--- src/rtl/mux_rr_sched.sv ---
// mux_rr_sched: round-robin arbiter for four requesters sharing one 4:1 data path.
// A grant is held until the consumer acks, the owner drops its request, or the
// hold limit is reached. One idle cycle always separates two grants.
//
// state | meaning
// IDLE  | no owner; pick the next requester after 'last' and grant on the next edge
// GRANT | owner in r_sel drives Y; watch for ack, request drop or hold limit
module mux_rr_sched #(
  parameter int MAX_HOLD = 8
) (
  input  logic       clk,
  input  logic       rst_n,
  input  logic [3:0] req,
  input  logic [3:0] I,
  input  logic       ack,
  output logic [3:0] gnt,
  output logic [1:0] S,
  output logic       valid,
  output logic       Y
);

  typedef enum logic {
    IDLE  = 1'b0,
    GRANT = 1'b1
  } state_t;

  // Hold count at which the current grant is forced to release.
  localparam logic [7:0] HOLD_LAST = 8'(MAX_HOLD - 1);

  state_t     r_state;
  logic [3:0] r_gnt;
  logic [1:0] r_sel;
  logic       r_valid;
  logic [7:0] r_hold;
  logic [1:0] r_last;

  logic [1:0] w_pick;
  logic       w_found;
  logic [1:0] w_cand;
  logic       w_release;

  // Round-robin search: first set request starting one past the last owner, wrapping.
  always_comb begin
    w_pick  = 2'd0;
    w_found = 1'b0;
    w_cand  = 2'd0;
    for (int k = 1; k <= 4; k++) begin
      w_cand = r_last + k[1:0];
      if (!w_found && req[w_cand]) begin
        w_pick  = w_cand;
        w_found = 1'b1;
      end
    end
  end

  // Any one of the three release causes ends the grant; simultaneous causes give one release.
  always_comb begin
    w_release = ack | ~req[r_sel] | (r_hold == HOLD_LAST);
  end

  // Arbitration state machine with registered grant, select and valid.
  always_ff @(posedge clk or negedge rst_n) begin
    if (!rst_n) begin
      r_state <= IDLE;
      r_gnt   <= 4'b0000;
      r_sel   <= 2'd0;
      r_valid <= 1'b0;
      r_hold  <= 8'd0;
      r_last  <= 2'd3;
    end else begin
      case (r_state)
        IDLE: begin
          if (w_found) begin
            r_state <= GRANT;
            r_gnt   <= 4'b0001 << w_pick;
            r_sel   <= w_pick;
            r_valid <= 1'b1;
            r_hold  <= 8'd0;
          end else begin
            r_gnt   <= 4'b0000;
            r_valid <= 1'b0;
          end
        end
        GRANT: begin
          if (w_release) begin
            r_state <= IDLE;
            r_gnt   <= 4'b0000;
            r_valid <= 1'b0;
            r_last  <= r_sel;
          end else if (r_hold != 8'hFF) begin
            r_hold <= r_hold + 8'd1;
          end
        end
        default: begin
          r_state <= IDLE;
          r_gnt   <= 4'b0000;
          r_valid <= 1'b0;
        end
      endcase
    end
  end

  assign gnt   = r_gnt;
  assign S     = r_sel;
  assign valid = r_valid;
  assign Y     = r_valid & I[r_sel];

endmodule

--- config.mk ---
export PLATFORM = sky130hd
export DESIGN_NAME = mux_rr_sched
export DESIGN_NICKNAME = d
export VERILOG_FILES = /design/src/rtl/mux_rr_sched.sv
export SDC_FILE = /design/constraint.sdc
export NUM_CORES = 1
export LEC_CHECK = 0
export CORE_MARGIN = 2
export CORE_UTILIZATION = 54
export DETAILED_ROUTE_END_ITERATION = 8
export PLACE_DENSITY = 0.82
export SYNTH_ARGS = -nofsm -noshare
export SYNTH_HDL_FRONTEND = slang
export SYNTH_SLANG_ARGS = --single-unit
--- constraint.sdc ---
create_clock -name clk -period 3.3 [get_ports clk]
set_input_delay 0.495 -clock clk [delete_from_list [all_inputs] [get_ports clk]]
set_output_delay 0.495 -clock clk [all_outputs]
set_load 0.01 [all_outputs]
## After elaboration in Yosys (flattened, before gate mapping)

Cells that the tools add are included.

- Word-level logic and storage cells: 68
- Flip-flop bits (word level): 18
- Output and inout port bits: 8

- Shift operators: 1
- Add/subtract/negate cells: 4
- Equal/unequal tests: 6
- Order comparisons: 5
- Bitwise operators: 5
- Multiplexer cells: 32
- Reductions and logical operators: 9

Operators by type and width:

| cell | count |
|---|---|
| two-way mux 8 bit | 3 |
| one-hot mux 8 bit (2 select lines) | 1 |
| < comparator 2 x 3 -> 1 bit, second input constant | 5 |
| two-way mux 1 bit | 13 |
| binary-select mux 1 bit (select 2 bit) | 6 |
| adder 8 x 1 -> 8 bit, second input constant | 1 |
| equality test 8 x 3 -> 1 bit, second input constant | 1 |
| two-way mux 2 bit | 4 |
| two-way mux 4 bit | 2 |
| != test 8 bit, second input constant | 1 |
| one-hot mux 4 bit (2 select lines) | 1 |
| adder 2 bit, second input constant | 2 |
| != test 2 x 1 -> 1 bit, second input constant | 2 |
| != test 2 bit, second input constant | 2 |
| one-hot mux 1 bit (2 select lines) | 2 |
| AND reduction 2 bit | 2 |
| << shifter 1 x 2 -> 4 bit, first input constant | 1 |
| logical AND 1 bit | 3 |
| zero test 1 bit | 3 |
| AND reduction 3 bit | 1 |
| adder 2 x 1 -> 2 bit, second input constant | 1 |
| NOT 1 bit | 2 |
| OR 1 bit | 2 |
| AND 1 bit | 1 |

## Longest topological paths before layout

Gate-level depths: netlist of the first run.

- Depth after elaboration: 16
- Mapped depth: 6
- Gate-level depth less buffers: 5

## Least setup slack after synthesis of the first run

No wires, ideal clock.

- Kind: register -> register
- Start: reg r_hold[4]
- End: reg r_hold[4]
- Required time: 3.221 ns
- Period minus slack after synthesis: 1.720 ns
- Cell stages (with the launch flop): 6
- Setup time: 0.079 ns
- Arrival time: 1.640 ns
- Path slack: 1.580 ns
- Cells stage by stage: dfrtp_1 or4_4 o211a_1 buf_2 nand4b_1 mux2i_1

- Word-level cells in the longest chain between the ends: 4
- Elaborated cells between the ends (all ways): 10
- Those cells by class: add/sub: 1; eq/ne: 4; mux: 3; bitwise: 1; reduce/logical: 1

RTL lines:

| what | line | text |
|---|---|---|
| start, declared | 34 | `logic [7:0] r_hold;` |
| start signal, assigned | 91 | `r_hold <= r_hold + 8'd1;` |
| adder 8 x 1 -> 8 bit or equality test 8 x 3 -> 1 bit (tied branches) | 91, 58 |  |
| two-way mux 8 bit or OR 1 bit (tied branches) | 90, 58 |  |
| two-way mux 8 bit or != test 2 bit (tied branches) | -- |  |
| one-hot mux 8 bit (2 select lines) or AND reduction 3 bit (tied branches) | -- |  |

Several ways; a longest one is shown, not always the timed one. The select of a mux whose other input is x is not followed.
A chain may end at the register's enable or synchronous reset.

## Final worst setup path of the first run

- Start: in I[3]
- End: out Y

- Word-level cells in the longest chain between the ends: 3

RTL lines:

| what | line | text |
|---|---|---|
| start, declared | 14 | `input logic [3:0] I,` |
| binary-select mux 1 bit (select 2 bit) | 106 | `assign Y = r_valid & I[r_sel];` |
| two-way mux 1 bit (not written as such) | 106 |  |
| AND 1 bit | 106 |  |
| end, declared | 19 | `output logic Y` |

Every way passes these cells. The select of a mux whose other input is x is not followed.

==> impl_metrics.csv, run 1 <==
group,metric,value,unit
cells_and_area,drive_gt1_share,10.48,%
placement,dpl.cell_count,145,
critical_path,crit_chain,"clkdlybuf4s50_1 > mux4_2 > and2_1 > clkdlybuf4s50_1",
critical_path,r2r.worst_path.cells,4,
cells_and_area,final_nets,137,
routing,antenna_left,0,
cells_and_area,most-common-layout-cells,"clkdlybuf4s50_1 (18), dfrtp_1 (16), nand2_1 (12)",
sta,finalClockSkew,2.526,ps
placement,place_congestion,0.9155,
synth,synth-warning-count,0,
placement,numPortBuffers,18,
sta,setup_tns,0,ps
critical_path,worstSetupEndpointType,"output port",
floorplanning,fp.dieArea,2265,um^2
critical_path,reg2reg_to,"r_hold[7]$_DFFE_PN0P_",
sta,max_slew.worst_pin.slew,791.5,ps
critical_path,timing.rr.start,"r_hold[4]$_DFFE_PN0P_",
critical_path,rrSetupSlack,1380,ps
grt,grt_max_degree,19,
routing,viasPerCell,6.181,
sta,post-route-min-period,2473,ps
critical_path,startpoint,"I[3]",
flow_run,cap_violations,0,
floorplanning,io_pins,19,
routing,drt_iter0_drc,32,
critical_path,slowest_stage,"mux4_2",
synth,synth_top_flop_cell,"dfrtp_1",
outcome,status,"finished clean",
cells_and_area,multi_input_area,548.0,um^2
synth,syn_area,1026,um^2
cts,cts_tree,"built",
cts,cts_hold_buf,0,
synth,avgSynthCellArea,9.771,um^2
sta,setup_viol,0,
placement,hpwlAfterDp,1749,um
sta,slew_viol_final,0,
synth,syn_nets,117,
power,peakVddDrop,0.5377,mV
cts,cts_inserted_buffers,3,
synth,ys_seq_area_share,44.15,%
synth,async_reset_ff_share,100.0,%
power,p_total,0.8957,mW
cts,clkLatencyLatePin,300,ps
cells_and_area,layout_commonest_cell,"clkdlybuf4s50_1",
critical_path,worstPathRequired,2800,ps
cts,h-tree-depth,1,
synth,syn-instance-count,105,
sta,fin_crit_sh,74.93,%
cts,cts.repair.resized,0,
power,leakagePower,0.5182,nW
floorplanning,die_w,47.59,um
grt,grt_antenna_before_repair,0,
floorplanning,start_util,58.16,%
sta,rsz0062_at_grt,"false",
power,p_per_area,710.9,nW/um^2
cts,clock_sinks,18,
critical_path,critical_path_buf_inv_count,2,
cells_and_area,areaGrowthSynthToFinish,22.81,%
sta,max_freq,404.4,MHz
grt,grt_pass1_wl,3960,um
cts,cts_setup_buffers,0,
sta,hold_viol_final,0,
routing,dr.pass1.iters,4,
synth,ys_types,40,
cts,root_buffer,"clkbuf_4",
cells_and_area,fill_cells,142,
sta,max-slew-margin-rel,47.06,%
cells_and_area,final_util,71.42,%
floorplanning,fp.dieH,47.59,um
critical_path,crit_type,"in -> out",
critical_path,cp_top_family,"buffers and inverters",
critical_path,cp.arrival,1980,ps
critical_path,crit_fanout,1,
critical_path,crit_path_frequent_cell,"clkdlybuf4s50_1",
cts,path_clk_slew,110,ps
critical_path,slowest_delay,460,ps
floorplanning,core,1764,um^2
routing,drt-total-wl,2376,um
routing,wl_per_cell,15.95,um
grt,overflow,0,
routing,drt_drc_violations_left,0,
synth,synth-seq-cells,18,
cells_and_area,final-seq-area,452.9,um^2
hold_path,hold_class,"reg -> reg",
synth,synth_edf_count,0,
cts,clockBufferDepth,2,
grt,grt_pass1_vias,917,
critical_path,crit_end,"Y",
cells_and_area,antenna_cells,0,
critical_path,worst-path-stages,4,
routing,num_vias,921,
floorplanning,fp-row-count,15,
critical_path,crit_path_start_kind,"input pin",
grt,grtUsageTotal,25.12,%
cells_and_area,finalNonFillerCells,149,
## power by group
part           internal (mW)  switching, mW  total (mW)
sequential             0.296         0.0836       0.379
clock                 0.0673         0.0714       0.139
combinational          0.195          0.183       0.378
## sequential cells by signal, summed over array words and instances (netlist names)
register,flops
valid,1
r_hold,8
r_state,1
r_last,2
gnt,4
S,2
## logic make-up after synthesis
group,Yosys count,share of synthesized area (%)
AO/OA/AOI/OAI,25,17.56
adder cells (fa/ha/maj),1,1.219
AND/OR/NAND/NOR,48,25.13
buffers and inverters,6,2.438
flip-flops,18,44.15
multiplexers,7,9.512
## cells in the mapped netlist (3+ instances only)
master   number  area, um^2
dfrtp_1      16       400.4
nand2_1      12       45.04
nand3_1      10       50.05
nor2_1        7       26.28
a21oi_1       6       30.03
o21ai_0       5       25.02
inv_1         3       11.26
mux2i_1       3       30.03
nor2b_1       3       18.77
## through the flow
step,worst slack (ps),hold WS [ps],cell area (um^2)
5_1_grt,771.0,532.6,1260
2_1_floorplan,1580,199.4,1026
6_report,827.3,505.2,1260
3_3_place_gp,834.1,472.3,1224
4_1_cts,815.8,517.3,1260
3_5_place_dp,821.3,483.4,1224
## routing by layer
metal	share of wire, %	up-vias	wire length [um]	global-route usage [%]
met3	5.2	5	124	3.774
li1	-	435	-	-
met4	1.3	0	32	10.81
met1	44	445	1045	32.78
met5	0	-	0	0
met2	49	36	1173	41.62
## tightest hold or removal path, stage by stage, from the launching register on
cell,delay (ps)
dfrtp_1,360
nand2_1,50
o31ai_1,60
## cell type report
type	instances	area share, %
Clock buffer	4	2.880
Inverter	3	0.8937
Multi-Input combinational cell	81	43.50
Sequential cell	18	35.95
Tap cell	25	2.483
Timing Repair Buffer	18	14.30
## how the worst min path moves through the flow
stage	from	slack, ps	endpoint	cells past startpoint
3_3_place_gp	gnt[3]$_DFFE_PN0P_	470	gnt[3]$_DFFE_PN0P_	2
3_5_place_dp	gnt[1]$_DFFE_PN0P_	480	gnt[1]$_DFFE_PN0P_	2
4_1_cts	gnt[1]$_DFFE_PN0P_	520	gnt[1]$_DFFE_PN0P_	2
6_report	gnt[1]$_DFFE_PN0P_	510	gnt[1]$_DFFE_PN0P_	2
2_1_floorplan	rst_n	200	S[0]$_DFFE_PN0P_	0
5_1_grt	gnt[1]$_DFFE_PN0P_	530	gnt[1]$_DFFE_PN0P_	2
Note: power is estimated with default switching activity, not from simulation.
==> run 2, diff against run 1 <==
Settings changed: CORE_UTILIZATION 54 to 45, PLACE_DENSITY 0.82 to 0.73.
Clock period 3.3 ns to 2.15 ns, I/O delays scaled along.
==> impl_metrics.csv, run 2 (same netlist as run 1, synthesis figures left out) <==
group,metric,value,unit
cells_and_area,drive_gt1_share,13.85,%
cells_and_area,areaGrowthSynthToFinish,26.46,%
routing,drt_iter0_drc,16,
cts,cts_tree,"built",
cells_and_area,top_register,"r_hold",
critical_path,critical_path_buf_inv_count,2,
cts,h-tree-depth,1,
sta,setup_tns,0,ps
sta,slew_viol_final,0,
cells_and_area,antenna_cells,0,
critical_path,crit_path_start_kind,"input pin",
grt,grt_antenna_before_repair,0,
sta,hold_viol_final,0,
flow_run,cap_violations,0,
critical_path,cp_top_family,"buffers and inverters",
floorplanning,fp-row-count,17,
floorplanning,fp.dieH,51.75,um
cts,path_clk_slew,100,ps
routing,met3_length,74,um
critical_path,r2r.worst_path.cells,4,
routing,routed.top_layer,"met4",
critical_path,slowest_delay,470,ps
grt,grt_max_degree,19,
floorplanning,start_util,46.83,%
placement,dpl-instance-area,1272,um^2
routing,num_vias,898,
outcome,status,"finished clean",
critical_path,cp.arrival,1650,ps
cts,cts.repair.resized,1,
placement,place_ws,-23.14,ps
cts,root_buffer,"clkbuf_4",
sta,fin_ws,175.1,ps
cells_and_area,most-common-layout-cells,"clkdlybuf4s50_1 (17), dfrtp_1 (16), nand2_1 (12)",
hold_path,hold_class,"in -> async",
critical_path,worstSetupEndpointType,"output port",
cts,cts_inserted_buffers,3,
cells_and_area,final_util,59.22,%
grt,grt_pass1_vias,902,
routing,drt-total-wl,2341,um
grt,grt_pass1_wl,4057,um
cells_and_area,largest_reg_flops,8,
critical_path,slowest_stage,"mux4_2",
floorplanning,core,2191,um^2
cells_and_area,layout_commonest_cell,"clkdlybuf4s50_1",
sta,rsz0062_at_grt,"false",
grt,grtUsageTotal,21.05,%
power,p_per_area,1047,nW/um^2
cts,clock_sinks,18,
placement,place_congestion,0.8701,
routing,drt_drc_violations_left,0,
routing,dr.pass1.iters,4,
cts,clockBufferDepth,2,
floorplanning,die_w,51.75,um
routing,viasPerCell,5.684,
critical_path,timing.rr.start,"r_hold[4]$_DFFE_PN0P_",
critical_path,crit_fanout,1,
sta,fin_crit_sh,91.86,%
sta,post-route-min-period,1975,ps
sta,max_slew.worst_pin.slew,505.4,ps
floorplanning,fp.dieArea,2678,um^2
routing,antenna_left,0,
sta,setup_viol,0,
power,peakVddDrop,0.8671,mV
cells_and_area,final_area,1297,um^2
placement,hpwlAfterDp,1795,um
cts,clkLatencyLatePin,290,ps
power,p_total,1.359,mW
routing,met1Wirelength,1117,um
sta,max_freq,506.4,MHz
critical_path,crit_end,"Y",
cts,cts_hold_buf,0,
critical_path,rrSetupSlack,290,ps
routing,dr_wl_met2,1105,um
cts,cts_setup_buffers,0,
cells_and_area,final_nets,143,
grt,overflow,0,
power,leakagePower,0.5439,nW
critical_path,worst-path-stages,4,
floorplanning,io_pins,19,
critical_path,crit_chain,"clkdlybuf4s50_1 > mux4_2 > and2_1 > dlygate4sd2_1",
critical_path,startpoint,"I[3]",
sta,finalClockSkew,1.409,ps
routing,wl_per_cell,14.82,um
sta,max-slew-margin-rel,65.95,%
critical_path,reg2reg_to,"r_hold[4]$_DFFE_PN0P_",
placement,numPortBuffers,18,
critical_path,worstPathRequired,1830,ps
critical_path,crit_type,"in -> out",
-- run 2: how the worst min path moves through the flow --
stage | from | to | slack (ps) | depth (start not counted)
after global routing | rst_n | r_state$_DFF_PN0_ | 360 | 2
after detailed placement | gnt[2]$_DFFE_PN0P_ | gnt[2]$_DFFE_PN0P_ | 480 | 2
after CTS | rst_n | r_hold[0]$_DFFE_PN0P_ | 350 | 2
after global placement | gnt[1]$_DFFE_PN0P_ | gnt[1]$_DFFE_PN0P_ | 470 | 2
final | rst_n | r_hold[0]$_DFFE_PN0P_ | 350 | 2
after floorplan | rst_n | S[0]$_DFFE_PN0P_ | 30 | 0
-- run 2: layer usage --
| layer | global-route usage, % | up-vias |
|---|---|---|
| met1 | 29.40 | 428 |
| li1 | - | 448 |
| met2 | 31.41 | 18 |
| met4 | 10.53 | 0 |
| met3 | 3.736 | 4 |
| met5 | 0 | - |
-- run 2: worst register-to-register path: cells and delay by family (launching register included) --
family / cells / cell delay (ps)
multiplexers: 1 / 190
flip-flops: 1 / 450
AO/OA/AOI/OAI: 1 / 380
AND/OR/NAND/NOR: 2 / 780
-- run 2: layout make-up --
cell class | instances | area, um^2
Tap cell | 28 | 35.03
Clock buffer | 4 | 26.28
Fill cell | 196 | 893.4
Sequential cell | 18 | 452.9
Timing Repair Buffer | 24 | 224.0
Multi-Input combinational cell | 81 | 548.0
Inverter | 3 | 11.26
-- run 2: through the flow --
stage | instances | hold slack (ps)
after floorplan | 105 | 26.91
after global placement | 154 | 468.1
after detailed placement | 154 | 480.5
after CTS | 158 | 351.1
after global routing | 158 | 360.2
final | 158 | 349.2
-- run 2: report_power, final --
group          internal (mW)  total [mW]  switching [mW]
clock                 0.0722       0.176           0.104
sequential             0.454       0.566           0.113
combinational          0.319       0.616           0.296
